$ cat src/rtl/boot_pkg.sv
// Shared constants and FSM state encoding for the instruction-memory boot loader.
package boot_pkg;

  typedef logic [1:0] state_t;

  localparam state_t StLoad  = 2'd0;
  localparam state_t StHold  = 2'd1;
  localparam state_t StRun   = 2'd2;
  localparam state_t StError = 2'd3;

  localparam int unsigned BYTES_PER_WORD        = 4;
  localparam int unsigned DEFAULT_RELEASE_DELAY = 2;

endpackage

$ cat src/rtl/boot_word_packer.sv
// Packs accepted stream bytes little-endian into 32-bit words; flags a completed word
// on the 4th byte or on a byte marked last, zero-padding any unfilled upper bytes.
module boot_word_packer
  import boot_pkg::*;
(
  input  logic        clock,
  input  logic        rstn,
  input  logic        byte_acc,
  input  logic [7:0]  byte_data,
  input  logic        byte_last,
  output logic        word_valid,
  output logic [31:0] word
);

  logic [1:0]  byte_cnt_q, byte_cnt_d;
  // Bytes 0..2 of the word in progress; cleared after each word so padding is zero.
  logic [23:0] pack_q, pack_d;
  logic [31:0] merged;

  always_comb begin
    merged = {8'h00, pack_q};
    merged[{byte_cnt_q, 3'b000} +: 8] = byte_data;

    word_valid = byte_acc && ((byte_cnt_q == 2'(BYTES_PER_WORD - 1)) || byte_last);
    word       = merged;

    byte_cnt_d = byte_cnt_q;
    pack_d     = pack_q;
    if (byte_acc) begin
      if (word_valid) begin
        byte_cnt_d = 2'd0;
        pack_d     = 24'h0;
      end else begin
        byte_cnt_d = byte_cnt_q + 2'd1;
        pack_d     = merged[23:0];
      end
    end
  end

  always_ff @(posedge clock or negedge rstn) begin
    if (!rstn) begin
      byte_cnt_q <= 2'd0;
      pack_q     <= 24'h0;
    end else begin
      byte_cnt_q <= byte_cnt_d;
      pack_q     <= pack_d;
    end
  end

endmodule

$ cat src/rtl/imem_boot_loader.sv
// Boot loader: fills iMem from a byte stream, then releases core reset after a delay.
// Define BOOT_CHECKSUM_EN to gate the release on an additive checksum of written words.
module imem_boot_loader
  import boot_pkg::*;
#(
  parameter int unsigned IMEM_DEPTH    = 256,
  parameter int unsigned ADDR_W        = 32,
  parameter int unsigned RELEASE_DELAY = DEFAULT_RELEASE_DELAY
) (
  input  logic              clock,
  input  logic              rstn,
  input  logic              in_valid,
  input  logic [7:0]        in_data,
  input  logic              in_last,
  output logic              in_ready,
  output logic              imem_we,
  output logic [ADDR_W-1:0] imem_addr,
  output logic [31:0]       imem_wdata,
`ifdef BOOT_CHECKSUM_EN
  input  logic [31:0]       exp_sum,
  output logic              sum_ok,
`endif
  output logic              core_rstn,
  output logic              done,
  output logic              error
);

  localparam int unsigned IDX_W = $clog2(IMEM_DEPTH + 1);

  state_t             state_q, state_d;
  logic               armed_q;
  logic [IDX_W-1:0]   word_idx_q;
  logic [3:0]         dly_q;
  logic               we_q;
  logic [ADDR_W-1:0]  addr_q;
  logic [31:0]        wdata_q;
  logic               core_rstn_q, done_q, error_q;

  logic               accept, full, overflow, pack_acc;
  logic               word_valid;
  logic [31:0]        word;
  logic               sum_match;

  // armed_q holds in_ready low for the first cycle out of reset.
  assign in_ready = armed_q && (state_q == StLoad);
  assign accept   = in_valid && in_ready;
  assign full     = (word_idx_q == IDX_W'(IMEM_DEPTH));
  assign overflow = accept && full;
  assign pack_acc = accept && !full;

  boot_word_packer u_packer (
    .clock      (clock),
    .rstn       (rstn),
    .byte_acc   (pack_acc),
    .byte_data  (in_data),
    .byte_last  (in_last),
    .word_valid (word_valid),
    .word       (word)
  );

`ifdef BOOT_CHECKSUM_EN
  logic [31:0] sum_q;
  logic        sum_ok_q;

  assign sum_match = (sum_q == exp_sum);
  assign sum_ok    = sum_ok_q;

  always_ff @(posedge clock or negedge rstn) begin
    if (!rstn) begin
      sum_q    <= 32'h0;
      sum_ok_q <= 1'b0;
    end else begin
      if (word_valid) sum_q <= sum_q + word;
      if ((state_q == StHold) && sum_match) sum_ok_q <= 1'b1;
    end
  end
`else
  assign sum_match = 1'b1;
`endif

  always_comb begin
    state_d = state_q;
    unique case (state_q)
      StLoad: begin
        if (overflow) begin
          state_d = StError;
        end else if (pack_acc && in_last) begin
          state_d = StHold;
        end
      end
      StHold: begin
        if (!sum_match) begin
          state_d = StError;
        end else if (dly_q == 4'd1) begin
          state_d = StRun;
        end
      end
      StRun:   state_d = StRun;
      StError: state_d = StError;
    endcase
  end

  always_ff @(posedge clock or negedge rstn) begin
    if (!rstn) begin
      state_q     <= StLoad;
      armed_q     <= 1'b0;
      dly_q       <= 4'd0;
      core_rstn_q <= 1'b0;
      done_q      <= 1'b0;
      error_q     <= 1'b0;
    end else begin
      state_q     <= state_d;
      armed_q     <= 1'b1;
      core_rstn_q <= (state_d == StRun);
      done_q      <= (state_d == StRun);
      error_q     <= (state_d == StError);
      // Loaded alongside the final write; release happens as it would reach zero.
      if ((state_q == StLoad) && (state_d == StHold)) begin
        dly_q <= 4'(RELEASE_DELAY);
      end else if (state_q == StHold) begin
        dly_q <= dly_q - 4'd1;
      end
    end
  end

  always_ff @(posedge clock or negedge rstn) begin
    if (!rstn) begin
      word_idx_q <= '0;
      we_q       <= 1'b0;
      addr_q     <= '0;
      wdata_q    <= 32'h0;
    end else begin
      we_q <= word_valid;
      if (word_valid) begin
        addr_q     <= ADDR_W'({word_idx_q, 2'b00});
        wdata_q    <= word;
        word_idx_q <= word_idx_q + IDX_W'(1);
      end
    end
  end

  assign imem_we    = we_q;
  assign imem_addr  = addr_q;
  assign imem_wdata = wdata_q;
  assign core_rstn  = core_rstn_q;
  assign done       = done_q;
  assign error      = error_q;

endmodule
$ cat config.mk
export PLATFORM = sky130hd
export DESIGN_NAME = imem_boot_loader
export DESIGN_NICKNAME = d
export VERILOG_FILES = /design/src/rtl/boot_pkg.sv /design/src/rtl/boot_word_packer.sv /design/src/rtl/imem_boot_loader.sv
export SDC_FILE = /design/constraint.sdc
export NUM_CORES = 1
export LEC_CHECK = 0
export BUFFER_PORTS_ARGS = -buffer_cell sky130_fd_sc_hd__buf_4
export CAP_MARGIN = 20
export CORE_MARGIN = 1.5
export CORE_UTILIZATION = 45
export CTS_CLUSTER_DIAMETER = 50
export DETAILED_ROUTE_END_ITERATION = 16
export GPL_TIMING_DRIVEN = 1
export MAX_ROUTING_LAYER = met4
export PLACE_DENSITY = 0.67
export SLEW_MARGIN = 20
export SYNTH_ARGS = -nofsm -noshare
export SYNTH_HDL_FRONTEND = slang
export SYNTH_HIERARCHICAL = 1
export SYNTH_SLANG_ARGS = --single-unit
$ cat constraint.sdc
create_clock -name clock -period 2.7 [get_ports clock]
set_clock_uncertainty 0.1 [all_clocks]
set_input_delay 0 -clock clock [delete_from_list [all_inputs] [get_ports clock]]
set_output_delay 0 -clock clock [all_outputs]
set_load 0.02 [all_outputs]
==> impl_metrics.py <==
metrics = {
    "status": {
        "status": "completed",
    },
    "finish": {
        "drive_gt1_share_pct": 31.8,
        "nNetsFinal": 439,
        "antenna_cells": 0,
        "syn_to_final_growth_pct": 17.2,
        "fillCellCount": 806,
        "seqCellArea_um2": 2150,
        "final_cells": 533,
        "final_cell_mix": "86 x dfrtp_1, 63 x buf_4, 43 x mux2_2, 39 x inv_1, 24 x conb_1",
        "layout_commonest_cell": "dfrtp_1",
        "multi_input_area_um2": 1730,
    },
    "die": {
        "rows": 35,
        "fp.coreArea_um2": 9200,
        "dieArea_um2": 10100,
        "die_h_um": 100,
        "die_width_um": 100,
        "start_util_pct": 46.3,
        "pin_count": 81,
    },
    "power": {
        "ir_drop_mv": 0.228,
        "switchingPower_w": 0.000540,
        "power_frac_comb_pct": 4.5,
        "p_per_area_nw_per_um2": 462,
        "switching_share_pct": 23.4,
        "leakagePower_nw": 2.41,
        "clockPowerShare_pct": 39.6,
        "pwr-share-seq_pct": 55.8,
        "p_int_w": 0.00177,
    },
    "sta": {
        "drv_slew": 0,
        "finalHoldViolCount": 0,
        "fin_ws_ns": 0.429,
        "hold_ws_ns": 0.156,
        "tns_ns": 0,
        "relSlewSlack_pct": 47.4,
        "tightest_slew_ns": 0.789,
        "rsz0062_at_grt": "false",
        "fin_crit_sh_pct": 84.1,
        "fmax_mhz": 440,
        "setup-violations-final": 0,
        "finalCriticalPeriod_ns": 2.27,
    },
    "logic_synthesis": {
        "synth_ff_type": "dfrtp_1",
        "synth_cells": 348,
        "yosysTopAreaCellShare_pct": 50.5,
        "netlist_area_um2": 4260,
        "ys_seq_elements": 86,
        "synth.top_cells.by_area": "dfrtp_1 51%, mux2_2 11%, buf_4 4.8%",
        "synth_cell_type_count": 44,
        "synth-edff-count": 0,
        "ys_seq_area_share_pct": 50.5,
        "avgSynthCellArea_um2": 12.2,
        "yosys.area.top_type": "dfrtp_1",
        "synth.yosys.warnings": 6,
        "async_flop_share_pct": 100,
    },
    "routing": {
        "vias": 2808,
        "viasPerCell": 5.27,
        "wl_um": 8980,
        "first_iter_violations": 206,
        "drc_errors": 0,
        "drtAntennaViolNets": 0,
        "wl_per_cell_um": 16.8,
        "first_pass_iters": 4,
    },
    "placed_design": {
        "portBuffers": 57,
        "place_congestion": 0.817,
        "place_ws_ns": 0.453,
        "dp_hpwl_um": 6030,
        "dp_cells": 505,
    },
    "critical_path": {
        "crit_required_ns": 2.84,
        "crit_fanout": 30,
        "worst_ep_arrival_time_ns": 2.41,
        "critPathSlowestCell": "dfrtp_1",
        "slowest_delay_ns": 0.43,
        "reg2reg_depth": 7,
        "crit_type": "reg2reg",
        "endpoint_kind": "register",
        "r2r-start": "word_idx_q[0]",
        "worstSetupStartpointType": "register",
        "cp_cell_sequence": "inv_1, ha_1, and2_1, a31oi_1, o21a_2, buf_12, mux2_2",
        "crit_path_start": "word_idx_q[0]",
    },
    "global_routing": {
        "grt_pass1_wl_um": 14600,
        "grt_max_degree": 87,
        "antenna_found_initial": 0,
        "grt_pass1_vias": 2757,
        "grt_use_total_pct": 19.6,
        "overflow": 0,
    },
    "min_path": {
        "worstHoldPathType": "in2async",
    },
    "flow_run": {
        "drv_cap": 0,
    },
    "clock_tree": {
        "cts_tree": "yes",
        "cts_htree_levels": 3,
        "insertion_delay_ns": 0.36,
        "clk_pin_slew_ns": 0.09,
        "cts.sinks": 86,
        "ctsRootBufferMaster": "clkbuf_8",
        "post_cts_buffers": 0,
        "cts_buffer_depth": 2,
        "cts-buffers-inserted": 9,
    },
}
worst paths after layout:
path,endpoint,slack (ns)
max reg2reg,imem_wdata[17],0.43
min,imem_wdata[15],0.16
max in group asynchronous,u_packer/pack_q[0],1.80
min in group clock,u_packer/pack_q[0],0.39
min reg2reg,u_packer/pack_q[0],0.39
max,imem_wdata[17],0.43
layer usage:
metal	track usage [%]	wire [um]	part of all wire, %
met1	27.9	4280	48
met2	27.9	4190	47
met3	3.13	368	4.1
met4	8.02	137	1.5
met5	-	0	0
logic make-up (layout without fill, tap and decap cells):
kind of cell    count (synthesis)  in the layout  synth area share, %
flops                          86             86                 50.5
buf+inv                        80            132                 10.9
compound gates                 63             63                 12.2
simple gates                   55             55                 10.1
mux                            43             43                 11.4
fa+ha+maj                      10             10                 2.94
xor+xnor                        9              9                 1.85
other cells                     2             24                0.176
stage by stage:
stage	util [%]	area, um^2	total power [W]
finish	54.3	4990	0.00231
CTS	54.2	4990	0.00233
detailed placement	50.7	4670	0.00141
global placement	50.7	4670	0.00141
floorplan	-	4340	0.00138
global route	54.3	4990	0.00240
cells in the mapped netlist (2+ instances only):
| cell type | n |
|---|---|
| and2_1 | 10 |
| buf_2 | 7 |
| buf_4 | 27 |
| buf_6 | 7 |
| conb_1 | 2 |
| dfrtp_1 | 86 |
| ha_1 | 10 |
| inv_1 | 39 |
| mux2_2 | 43 |
| nand2_1 | 6 |
| nand2b_1 | 2 |
| nand3_1 | 3 |
| nand4_1 | 2 |
| nand4bb_1 | 10 |
| nor2_1 | 8 |
| o21ai_0 | 4 |
| o22ai_1 | 23 |
| o2bb2ai_1 | 23 |
| o31ai_4 | 3 |
| or3_1 | 2 |
| xnor2_1 | 4 |
| xor2_1 | 5 |
cell type report:
type / count / share of cell area (%)
Sequential cell: 86 / 43.1
Multi-Input combinational cell: 204 / 34.6
Timing Repair Buffer: 77 / 12.5
Inverter: 39 / 2.93
Clock buffer: 11 / 2.83
Tap cell: 111 / 2.78
Clock inverter: 5 / 1.18
timing repair:
item	in CTS	in global routing
resized for setup	0	0
hold buffers	12	0
endpoints found under the hold margin	116	0
power groups by stage:
stage	combinational (W)	clock, W	sequential [W]
2_1_floorplan	0.0000669	0	0.00131
3_3_place_gp	0.0000916	0	0.00131
3_5_place_dp	0.0000923	0	0.00131
4_1_cts	0.000106	0.000935	0.00129
5_1_grt	0.000116	0.000997	0.00129
6_report	0.000105	0.000915	0.00129
state kept, by name, indices dropped and copies added (netlist names), 2 cells and up:
name	flops
imem_addr	9
word_idx_q	9
dly_q	4
imem_wdata	32
u_packer/pack_q	24
state_q	2
u_packer/byte_cnt_q	2
worst max-delay path: cells and delay by family (launching register included):
kind,cells,cell delay [ns]
multiplexers,1,0.36
adder cells (fa/ha/maj),1,0.19
buffers and inverters,2,0.31
AND/OR/NAND/NOR,1,0.18
AO/OA/AOI/OAI,2,0.56
flip-flops,1,0.43
Note: power is estimated with default switching activity, not from simulation.
